File: src/rtl/wb_regfile_writeback_pkg.sv
// Shared write-back package (wb_pkg).
// Holds the architectural register-file geometry and the address/word
// typedefs used by the MEM/WB pipeline register, the forwarding unit and
// the write-back/register-file block.
package wb_pkg;

  localparam int DATA_W   = 32;
  localparam int NUM_REGS = 32;
  localparam int ADDR_W   = 5;
  localparam int CNT_W    = 32;
  localparam int ZERO_REG = 0;

  typedef logic [ADDR_W-1:0] reg_addr_t;
  typedef logic [DATA_W-1:0] word_t;

  // True when the address names an implemented register. This only matters
  // when NUM_REGS is smaller than the address space.
  function automatic logic addr_in_range(input int unsigned addr, input int unsigned num_regs);
    return addr < num_regs;
  endfunction

endpackage

File: src/rtl/wb_regfile_writeback_if.sv
// MEM/WB write-back bus.
// Carries the registered write-back fields from the MEM/WB pipeline register
// to the write-back stage.
//   master : driven by the MEM/WB pipeline register
//   slave  : consumed by wb_regfile_writeback
// Handshake: RegWriteIn acts as the valid qualifier for the other fields and
// there is no ready; the consumer accepts a write on every rising Clk edge,
// so the fields are only meaningful in a cycle where RegWriteIn is 1.
interface wb_regfile_writeback_if #(
  parameter int DATA_W = wb_pkg::DATA_W,
  parameter int ADDR_W = wb_pkg::ADDR_W
);

  logic              RegWriteIn;
  logic              MemtoRegIn;
  logic [DATA_W-1:0] ReadDataMemoryIn;
  logic [DATA_W-1:0] ALUResultIn;
  logic [ADDR_W-1:0] DestinationRegisterIn;

  modport master (
    output RegWriteIn,
    output MemtoRegIn,
    output ReadDataMemoryIn,
    output ALUResultIn,
    output DestinationRegisterIn
  );

  modport slave (
    input RegWriteIn,
    input MemtoRegIn,
    input ReadDataMemoryIn,
    input ALUResultIn,
    input DestinationRegisterIn
  );

endinterface

File: src/rtl/wb_regfile_writeback_array.sv
// wb_regfile_array: general-purpose register storage.
// One synchronous write port and two independent combinational read ports.
// Register 0 is hard-wired to zero; out-of-range reads return zero.
// Optional macro WB_BYPASS_EN: a read that hits the register being written
// in the same cycle returns the incoming write data (write-before-read).
// Without it, reads return the stored (pre-write) value.
// Ports:
//   clk, rst_n      clock, synchronous active-low reset (clears all entries)
//   we, waddr, wdata  write port; we must already be fully qualified
//   raddr1/rdata1   read port A
//   raddr2/rdata2   read port B
module wb_regfile_array
  import wb_pkg::*;
#(
  parameter int DATA_W   = wb_pkg::DATA_W,
  parameter int NUM_REGS = wb_pkg::NUM_REGS,
  parameter int ADDR_W   = wb_pkg::ADDR_W
) (
  input  logic              clk,
  input  logic              rst_n,
  input  logic              we,
  input  logic [ADDR_W-1:0] waddr,
  input  logic [DATA_W-1:0] wdata,
  input  logic [ADDR_W-1:0] raddr1,
  input  logic [ADDR_W-1:0] raddr2,
  output logic [DATA_W-1:0] rdata1,
  output logic [DATA_W-1:0] rdata2
);

  logic [DATA_W-1:0] regs_q [NUM_REGS];
  logic [DATA_W-1:0] regs_d [NUM_REGS];
  logic              wr_ok;

  // Register 0 and unimplemented addresses are never stored, even if the
  // caller forgets to mask them.
  always_comb begin
    wr_ok = we && (waddr != ADDR_W'(ZERO_REG))
               && addr_in_range(int'(waddr), NUM_REGS);
  end

  always_comb begin
    regs_d = regs_q;
    if (wr_ok) begin
      regs_d[waddr] = wdata;
    end
  end

  always_ff @(posedge clk) begin
    if (!rst_n) begin
      regs_q <= '{default: '0};
    end else begin
      regs_q <= regs_d;
    end
  end

  always_comb begin
    rdata1 = '0;
    rdata2 = '0;
    if ((raddr1 != ADDR_W'(ZERO_REG)) && addr_in_range(int'(raddr1), NUM_REGS)) begin
      rdata1 = regs_q[raddr1];
    end
    if ((raddr2 != ADDR_W'(ZERO_REG)) && addr_in_range(int'(raddr2), NUM_REGS)) begin
      rdata2 = regs_q[raddr2];
    end
`ifdef WB_BYPASS_EN
    // wr_ok already excludes register 0, so r0 is never bypassed.
    if (wr_ok && (raddr1 == waddr)) begin
      rdata1 = wdata;
    end
    if (wr_ok && (raddr2 == waddr)) begin
      rdata2 = wdata;
    end
`endif
  end

endmodule

File: src/rtl/wb_regfile_writeback.sv
// wb_regfile_writeback: write-back stage plus register file.
// Selects the write-back word (load data or ALU result), commits it to the
// register file, serves the two ID-stage read ports and keeps last-write /
// retired-write debug registers for board display.
// Optional macro WB_BYPASS_EN (see wb_regfile_array): same-cycle
// write-before-read on the read ports.
// Ports:
//   Clk, Reset_n          clock, synchronous active-low reset
//   wb (slave)            MEM/WB write-back fields
//   ReadRegister1/2       ID-stage read addresses
//   ReadData1/2           ID-stage read data (combinational)
//   WriteDataOut          selected write-back word (combinational, to forwarding)
//   LastWriteData/Reg     data/destination of the most recent committed write
//   RetiredWrites         committed-write count, wraps modulo 2^CNT_W
module wb_regfile_writeback
  import wb_pkg::*;
#(
  parameter int DATA_W   = wb_pkg::DATA_W,
  parameter int NUM_REGS = wb_pkg::NUM_REGS,
  parameter int ADDR_W   = wb_pkg::ADDR_W,
  parameter int CNT_W    = wb_pkg::CNT_W
) (
  input  logic                     Clk,
  input  logic                     Reset_n,
  wb_regfile_writeback_if.slave    wb,
  input  logic [ADDR_W-1:0]        ReadRegister1,
  input  logic [ADDR_W-1:0]        ReadRegister2,
  output logic [DATA_W-1:0]        ReadData1,
  output logic [DATA_W-1:0]        ReadData2,
  output logic [DATA_W-1:0]        WriteDataOut,
  output logic [DATA_W-1:0]        LastWriteData,
  output logic [ADDR_W-1:0]        LastWriteReg,
  output logic [CNT_W-1:0]         RetiredWrites
);

  logic              commit;
  logic [DATA_W-1:0] last_data_q, last_data_d;
  logic [ADDR_W-1:0] last_reg_q, last_reg_d;
  logic [CNT_W-1:0]  retired_q, retired_d;

  always_comb begin
    WriteDataOut = wb.MemtoRegIn ? wb.ReadDataMemoryIn : wb.ALUResultIn;
  end

  // Reset is part of the commit term so a write presented during reset is
  // neither stored, counted nor bypassed.
  always_comb begin
    commit = Reset_n && wb.RegWriteIn
             && (wb.DestinationRegisterIn != ADDR_W'(ZERO_REG))
             && addr_in_range(int'(wb.DestinationRegisterIn), NUM_REGS);
  end

  wb_regfile_array #(
    .DATA_W   (DATA_W),
    .NUM_REGS (NUM_REGS),
    .ADDR_W   (ADDR_W)
  ) u_array (
    .clk    (Clk),
    .rst_n  (Reset_n),
    .we     (commit),
    .waddr  (wb.DestinationRegisterIn),
    .wdata  (WriteDataOut),
    .raddr1 (ReadRegister1),
    .raddr2 (ReadRegister2),
    .rdata1 (ReadData1),
    .rdata2 (ReadData2)
  );

  always_comb begin
    last_data_d = last_data_q;
    last_reg_d  = last_reg_q;
    retired_d   = retired_q;
    if (commit) begin
      last_data_d = WriteDataOut;
      last_reg_d  = wb.DestinationRegisterIn;
      retired_d   = retired_q + CNT_W'(1);  // wraps naturally
    end
  end

  always_ff @(posedge Clk) begin
    if (!Reset_n) begin
      last_data_q <= '0;
      last_reg_q  <= '0;
      retired_q   <= '0;
    end else begin
      last_data_q <= last_data_d;
      last_reg_q  <= last_reg_d;
      retired_q   <= retired_d;
    end
  end

  assign LastWriteData = last_data_q;
  assign LastWriteReg  = last_reg_q;
  assign RetiredWrites = retired_q;

endmodule

File: src/flat_wrapper.sv
// flat-port wrapper written by rule: the top's interface ports become plain ports
module wb_regfile_writeback_flat import wb_pkg::*;
#(
  parameter int DATA_W   = wb_pkg::DATA_W,
  parameter int NUM_REGS = wb_pkg::NUM_REGS,
  parameter int ADDR_W   = wb_pkg::ADDR_W,
  parameter int CNT_W    = wb_pkg::CNT_W
)
  (Clk, Reset_n, ReadRegister1, ReadRegister2, ReadData1, ReadData2, WriteDataOut, LastWriteData, LastWriteReg, RetiredWrites, wb_RegWriteIn, wb_MemtoRegIn, wb_ReadDataMemoryIn, wb_ALUResultIn, wb_DestinationRegisterIn);
  wb_regfile_writeback_if #(.DATA_W(DATA_W), .ADDR_W(ADDR_W)) wb_i ();
  input  logic Clk;
  input  logic Reset_n;
  input  logic [ADDR_W-1:0] ReadRegister1;
  input  logic [ADDR_W-1:0] ReadRegister2;
  output logic [DATA_W-1:0] ReadData1;
  output logic [DATA_W-1:0] ReadData2;
  output logic [DATA_W-1:0] WriteDataOut;
  output logic [DATA_W-1:0] LastWriteData;
  output logic [ADDR_W-1:0] LastWriteReg;
  output logic [CNT_W-1:0] RetiredWrites;
  input wire logic [$bits(wb_i.RegWriteIn)-1:0] wb_RegWriteIn;
  input wire logic [$bits(wb_i.MemtoRegIn)-1:0] wb_MemtoRegIn;
  input wire logic [$bits(wb_i.ReadDataMemoryIn)-1:0] wb_ReadDataMemoryIn;
  input wire logic [$bits(wb_i.ALUResultIn)-1:0] wb_ALUResultIn;
  input wire logic [$bits(wb_i.DestinationRegisterIn)-1:0] wb_DestinationRegisterIn;
  assign wb_i.RegWriteIn = wb_RegWriteIn;
  assign wb_i.MemtoRegIn = wb_MemtoRegIn;
  assign wb_i.ReadDataMemoryIn = wb_ReadDataMemoryIn;
  assign wb_i.ALUResultIn = wb_ALUResultIn;
  assign wb_i.DestinationRegisterIn = wb_DestinationRegisterIn;
  wb_regfile_writeback #(.DATA_W(DATA_W), .NUM_REGS(NUM_REGS), .ADDR_W(ADDR_W), .CNT_W(CNT_W)) u_core (.Clk(Clk), .Reset_n(Reset_n), .wb(wb_i), .ReadRegister1(ReadRegister1), .ReadRegister2(ReadRegister2), .ReadData1(ReadData1), .ReadData2(ReadData2), .WriteDataOut(WriteDataOut), .LastWriteData(LastWriteData), .LastWriteReg(LastWriteReg), .RetiredWrites(RetiredWrites));
endmodule
File: config.mk
export PLATFORM = sky130hd
export DESIGN_NAME = wb_regfile_writeback_flat
export DESIGN_NICKNAME = d
export VERILOG_FILES = /design/src/rtl/wb_regfile_writeback_pkg.sv /design/src/rtl/wb_regfile_writeback_if.sv /design/src/rtl/wb_regfile_writeback_array.sv /design/src/rtl/wb_regfile_writeback.sv /design/src/flat_wrapper.sv
export SDC_FILE = /design/constraint.sdc
export NUM_CORES = 2
export LEC_CHECK = 0
export ABC_AREA = 0
export CAP_MARGIN = 20
export CELL_PAD_IN_SITES_DETAIL_PLACEMENT = 0
export CELL_PAD_IN_SITES_GLOBAL_PLACEMENT = 2
export CORE_MARGIN = 3
export CORE_UTILIZATION = 40
export CTS_CLUSTER_DIAMETER = 100
export DETAILED_ROUTE_END_ITERATION = 8
export GPL_TIMING_DRIVEN = 0
export PLACE_DENSITY = 0.87
export SYNTH_ARGS = -nofsm -noshare
export SYNTH_HDL_FRONTEND = slang
export SYNTH_SLANG_ARGS = --single-unit
export TNS_END_PERCENT = 10
File: constraint.sdc
create_clock -name Clk -period 5.15 [get_ports Clk]
set_clock_uncertainty 0.2 [all_clocks]
set_input_delay 1.545 -clock Clk [delete_from_list [all_inputs] [get_ports Clk]]
set_output_delay 1.545 -clock Clk [all_outputs]
set_load 0.05 [all_outputs]
==> flow_summary_export.csv <==
group,metric,value,unit
grt,grt_pass1_vias,47660,
detailed_routing,wl_per_cell,36.05,um
critical_path,path_max_fanout,10,
timing,setup_viol,66,
placed_design,dp_hpwl,205.9,mm
critical_path,reg2reg_from,"u_core.RetiredWrites[0]",
clock_network,cts_sinks,1093,
logic_synthesis,yosys_most_used_dff,"dfxtp_1",
floorplan,die_h,372.0,um
clock_network,cts.reportedPaths.clkPinSlew,0.05,ns
power,p_per_area,312.0,nW/um2
logic_synthesis,ys_types,49,
finish,design_area,67770,um2
outcome,violations,"negative setup slack",
logic_synthesis,syn_area,53580,um2
timing,setup_ws,-0.4995,ns
outcome,status,"complete, but fails checks",
detailed_routing,drt-vias-per-instance,6.683,
timing,finalHoldViolations,0,
timing,post-route-min-period,5.650,ns
timing,worstMarginPinSlew,1.299,ns
grt,grt_antenna_before_repair,5,
critical_path,r2r_cells,6,
clock_network,h-tree-depth,3,
critical_path,crit_path_start_kind,"primary input",
floorplan,rows,133,
logic_synthesis,ys_ff_latch,1093,
logic_synthesis,synthTopCellsByArea,"dfxtp_1 (41%), mux4_2 (15%), a211oi_1 (15%), nor2_1 (7.1%), mux2i_1 (4.8%)",
logic_synthesis,seq_area_frac_synth,40.84,%
placed_design,portBuffers,237,
critical_path,worst-setup-path-type,"in -> out",
critical_path,cp.arrival,3.90,ns
timing,maxSlewHeadroom,13.38,%
floorplan,die_area,138400,um2
logic_synthesis,yosysTopAreaCell,"dfxtp_1",
grt,grt_max_degree,16,
finish,drive_gt1_share,25.41,%
clock_network,hold_buffers,0,
critical_path,crit_end,"ReadData1[31]",
critical_path,setup.worst_path.start,"ReadRegister1[1]",
critical_path,end_kind,"output port",
power,p_leak,22.51,nW
placed_design,placed_area,59230,um2
finish,multi_input_area,31310,um2
logic_synthesis,yosysTopAreaCellShare,40.84,%
floorplan,coreArea,132300,um2
floorplan,pin_count,248,
clock_network,cts_buffers,121,
flow_run,cap_violations,0,
grt,grt-ovfl-total,0,
finish,synthToLayoutAreaGrowth,26.49,%
logic_synthesis,synth_warnings,0,
clock_network,cts_tree,"yes",
clock_network,clk_path_buf_depth,3,
detailed_routing,dr.pass1.iters,5,
clock_network,cts-root-buf,"clkbuf_16",
detailed_routing,routed_wl,276.3,mm
logic_synthesis,synth-edff-count,0,
detailed_routing,ant_nets,0,
critical_path,crit_required,3.41,ns
timing,timing.fmax,177.0,MHz
timing,fin_crit_sh,109.7,%
critical_path,r2r_setup_slack,2.85,ns
floorplan,floorplan.initialDensity,40.50,%
logic_synthesis,async_reset_ff_share,0,%
power,power,21.14,mW
detailed_routing,num_vias,51220,
timing,hold_slack,0.2677,ns
clock_network,clk_latency,0.74,ns
grt,track_usage,38.92,%
floorplan,die_w,372.0,um
logic_synthesis,synthesis.nets,5425,
logic_synthesis,synth.most_common_cell,"dfxtp_1",
power,ir_worst_vdd,0.3072,mV
logic_synthesis,netlist_top_cells_count,"dfxtp_1 (1093), a211oi_1 (1081), nor2_1 (1011)",
hold_path,hold_path_class,"reg -> reg",
logic_synthesis,syn_inst,5341,
placed_design,gp_congestion,0.9926,
critical_path,reg2reg_to,"u_core.RetiredWrites[28]",
timing,slew_violations,0,
grt,grt_pass1_wl,378.9,mm
detailed_routing,drt_iter0_markers,7073,
detailed_routing,drc_errors,0,
finish,final_nets,5887,
finish,regArea,21880,um2
timing,rsz0062_at_grt,"true",
finish,n_fill_cell,12210,
logic_synthesis,syn_avg_cell_area,10.03,um2
## state kept, by name, summed over array words and instances, names as in the netlist
signal,count
u_core.u_array.regs_q,1024
u_core.RetiredWrites,32
u_core.LastWriteReg,5
u_core.LastWriteData,32
## layout by cell type, fill, tap and decap left out, types with 66 or more instances in the layout
cell / count
dfxtp_1: 1093
nor2_1: 1008
a211oi_1: 1007
mux4_2: 368
clkbuf_1: 317
mux2i_1: 214
clkdlybuf4s50_1: 138
clkbuf_16: 134
buf_2: 128
buf_4: 109
buf_6: 91
mux2_2: 91
nand2_1: 68
nor2b_1: 66
## where the power goes
part | leakage [nW] | switching [mW] | internal (mW)
sequential | 8.82 | 0.0655 | 8.54
clock | 2.11 | 3.86 | 5.58
combinational | 11.6 | 2.15 | 0.957
## worst max-delay path, stage by stage
cell      delay, ns
buf_12         0.13
buf_6          0.27
buf_8          0.28
mux2_2         0.22
o22ai_1        0.09
a221oi_2       0.43
o22ai_2        0.16
nor4_4         0.50
buf_6          0.23
## how the worst min path moves through the flow
stage / startpoint / cells past startpoint / end / slack [ns]
detailed placement: u_core.LastWriteData[17] / 2 / u_core.LastWriteData[17] / 0.26
global route: u_core.LastWriteData[2] / 2 / u_core.LastWriteData[2] / 0.30
floorplan: u_core.u_array.regs_q[1000] / 1 / u_core.u_array.regs_q[1000] / 0.25
finish: u_core.LastWriteReg[3] / 2 / u_core.LastWriteReg[3] / 0.27
global placement: u_core.LastWriteReg[3] / 2 / u_core.LastWriteReg[3] / 0.25
CTS: u_core.LastWriteReg[3] / 2 / u_core.LastWriteReg[3] / 0.27
## layer usage
metal	up-vias	track usage, %	share of wire [%]
met5	-	0	0.0047
met4	2	24.10	7.4
met3	780	13.55	13
met2	3772	54.03	41
met1	25500	51.47	39
li1	21170	-	-
## cell type report
cell class | count | share of cell area (%)
flip-flops and latches | 1093 | 32.29
clock inverters | 46 | 0.8955
inverters | 39 | 0.2160
repair buffers | 353 | 5.528
multi-input cells | 3570 | 46.20
clock buffers | 180 | 5.393
plain buffers | 625 | 6.229
well taps | 1755 | 3.240
diodes | 3 | 0.01108
## stage by stage
| stage | instances | setup TNS, ns | util [%] | setup WS, ns |
|---|---|---|---|---|
| after global routing | 7661 | -20.57 | 51.22 | -0.4350 |
| after global placement | 7333 | -279.66 | 44.25 | -4.679 |
| final | 7664 | -22.21 | 51.22 | -0.4995 |
| after CTS | 7645 | -27.45 | 50.55 | -0.4332 |
| after detailed placement | 7387 | -221.94 | 44.77 | -3.218 |
| after floorplan | 5341 | -11.05 | - | -0.4141 |
## cells by family (layout without fill, tap and decap cells)
group                    after synthesis  count (layout)  share of synthesized area (%)
multiplexers                         717             717                          22.21
buffers and inverters                678            1243                          5.617
AO/OA/AOI/OAI                       1459            1459                          20.00
AND/OR/NAND/NOR                     1382            1382                          11.13
XOR/XNOR                              11              11                         0.1798
adder cells (fa/ha/maj)                1               1                        0.02335
flip-flops                          1093            1093                          40.84
other                                  0               3                              0
## timing repair
item | in CTS | in global routing
setup endpoints to repair | 96 | 94
cloned | 5 | 2
gates resized for setup | 1118 | 206
pin swaps | 68 | 74
buffers inserted | 41 | 14
No activity file was read; power rests on OpenSTA's default activity.
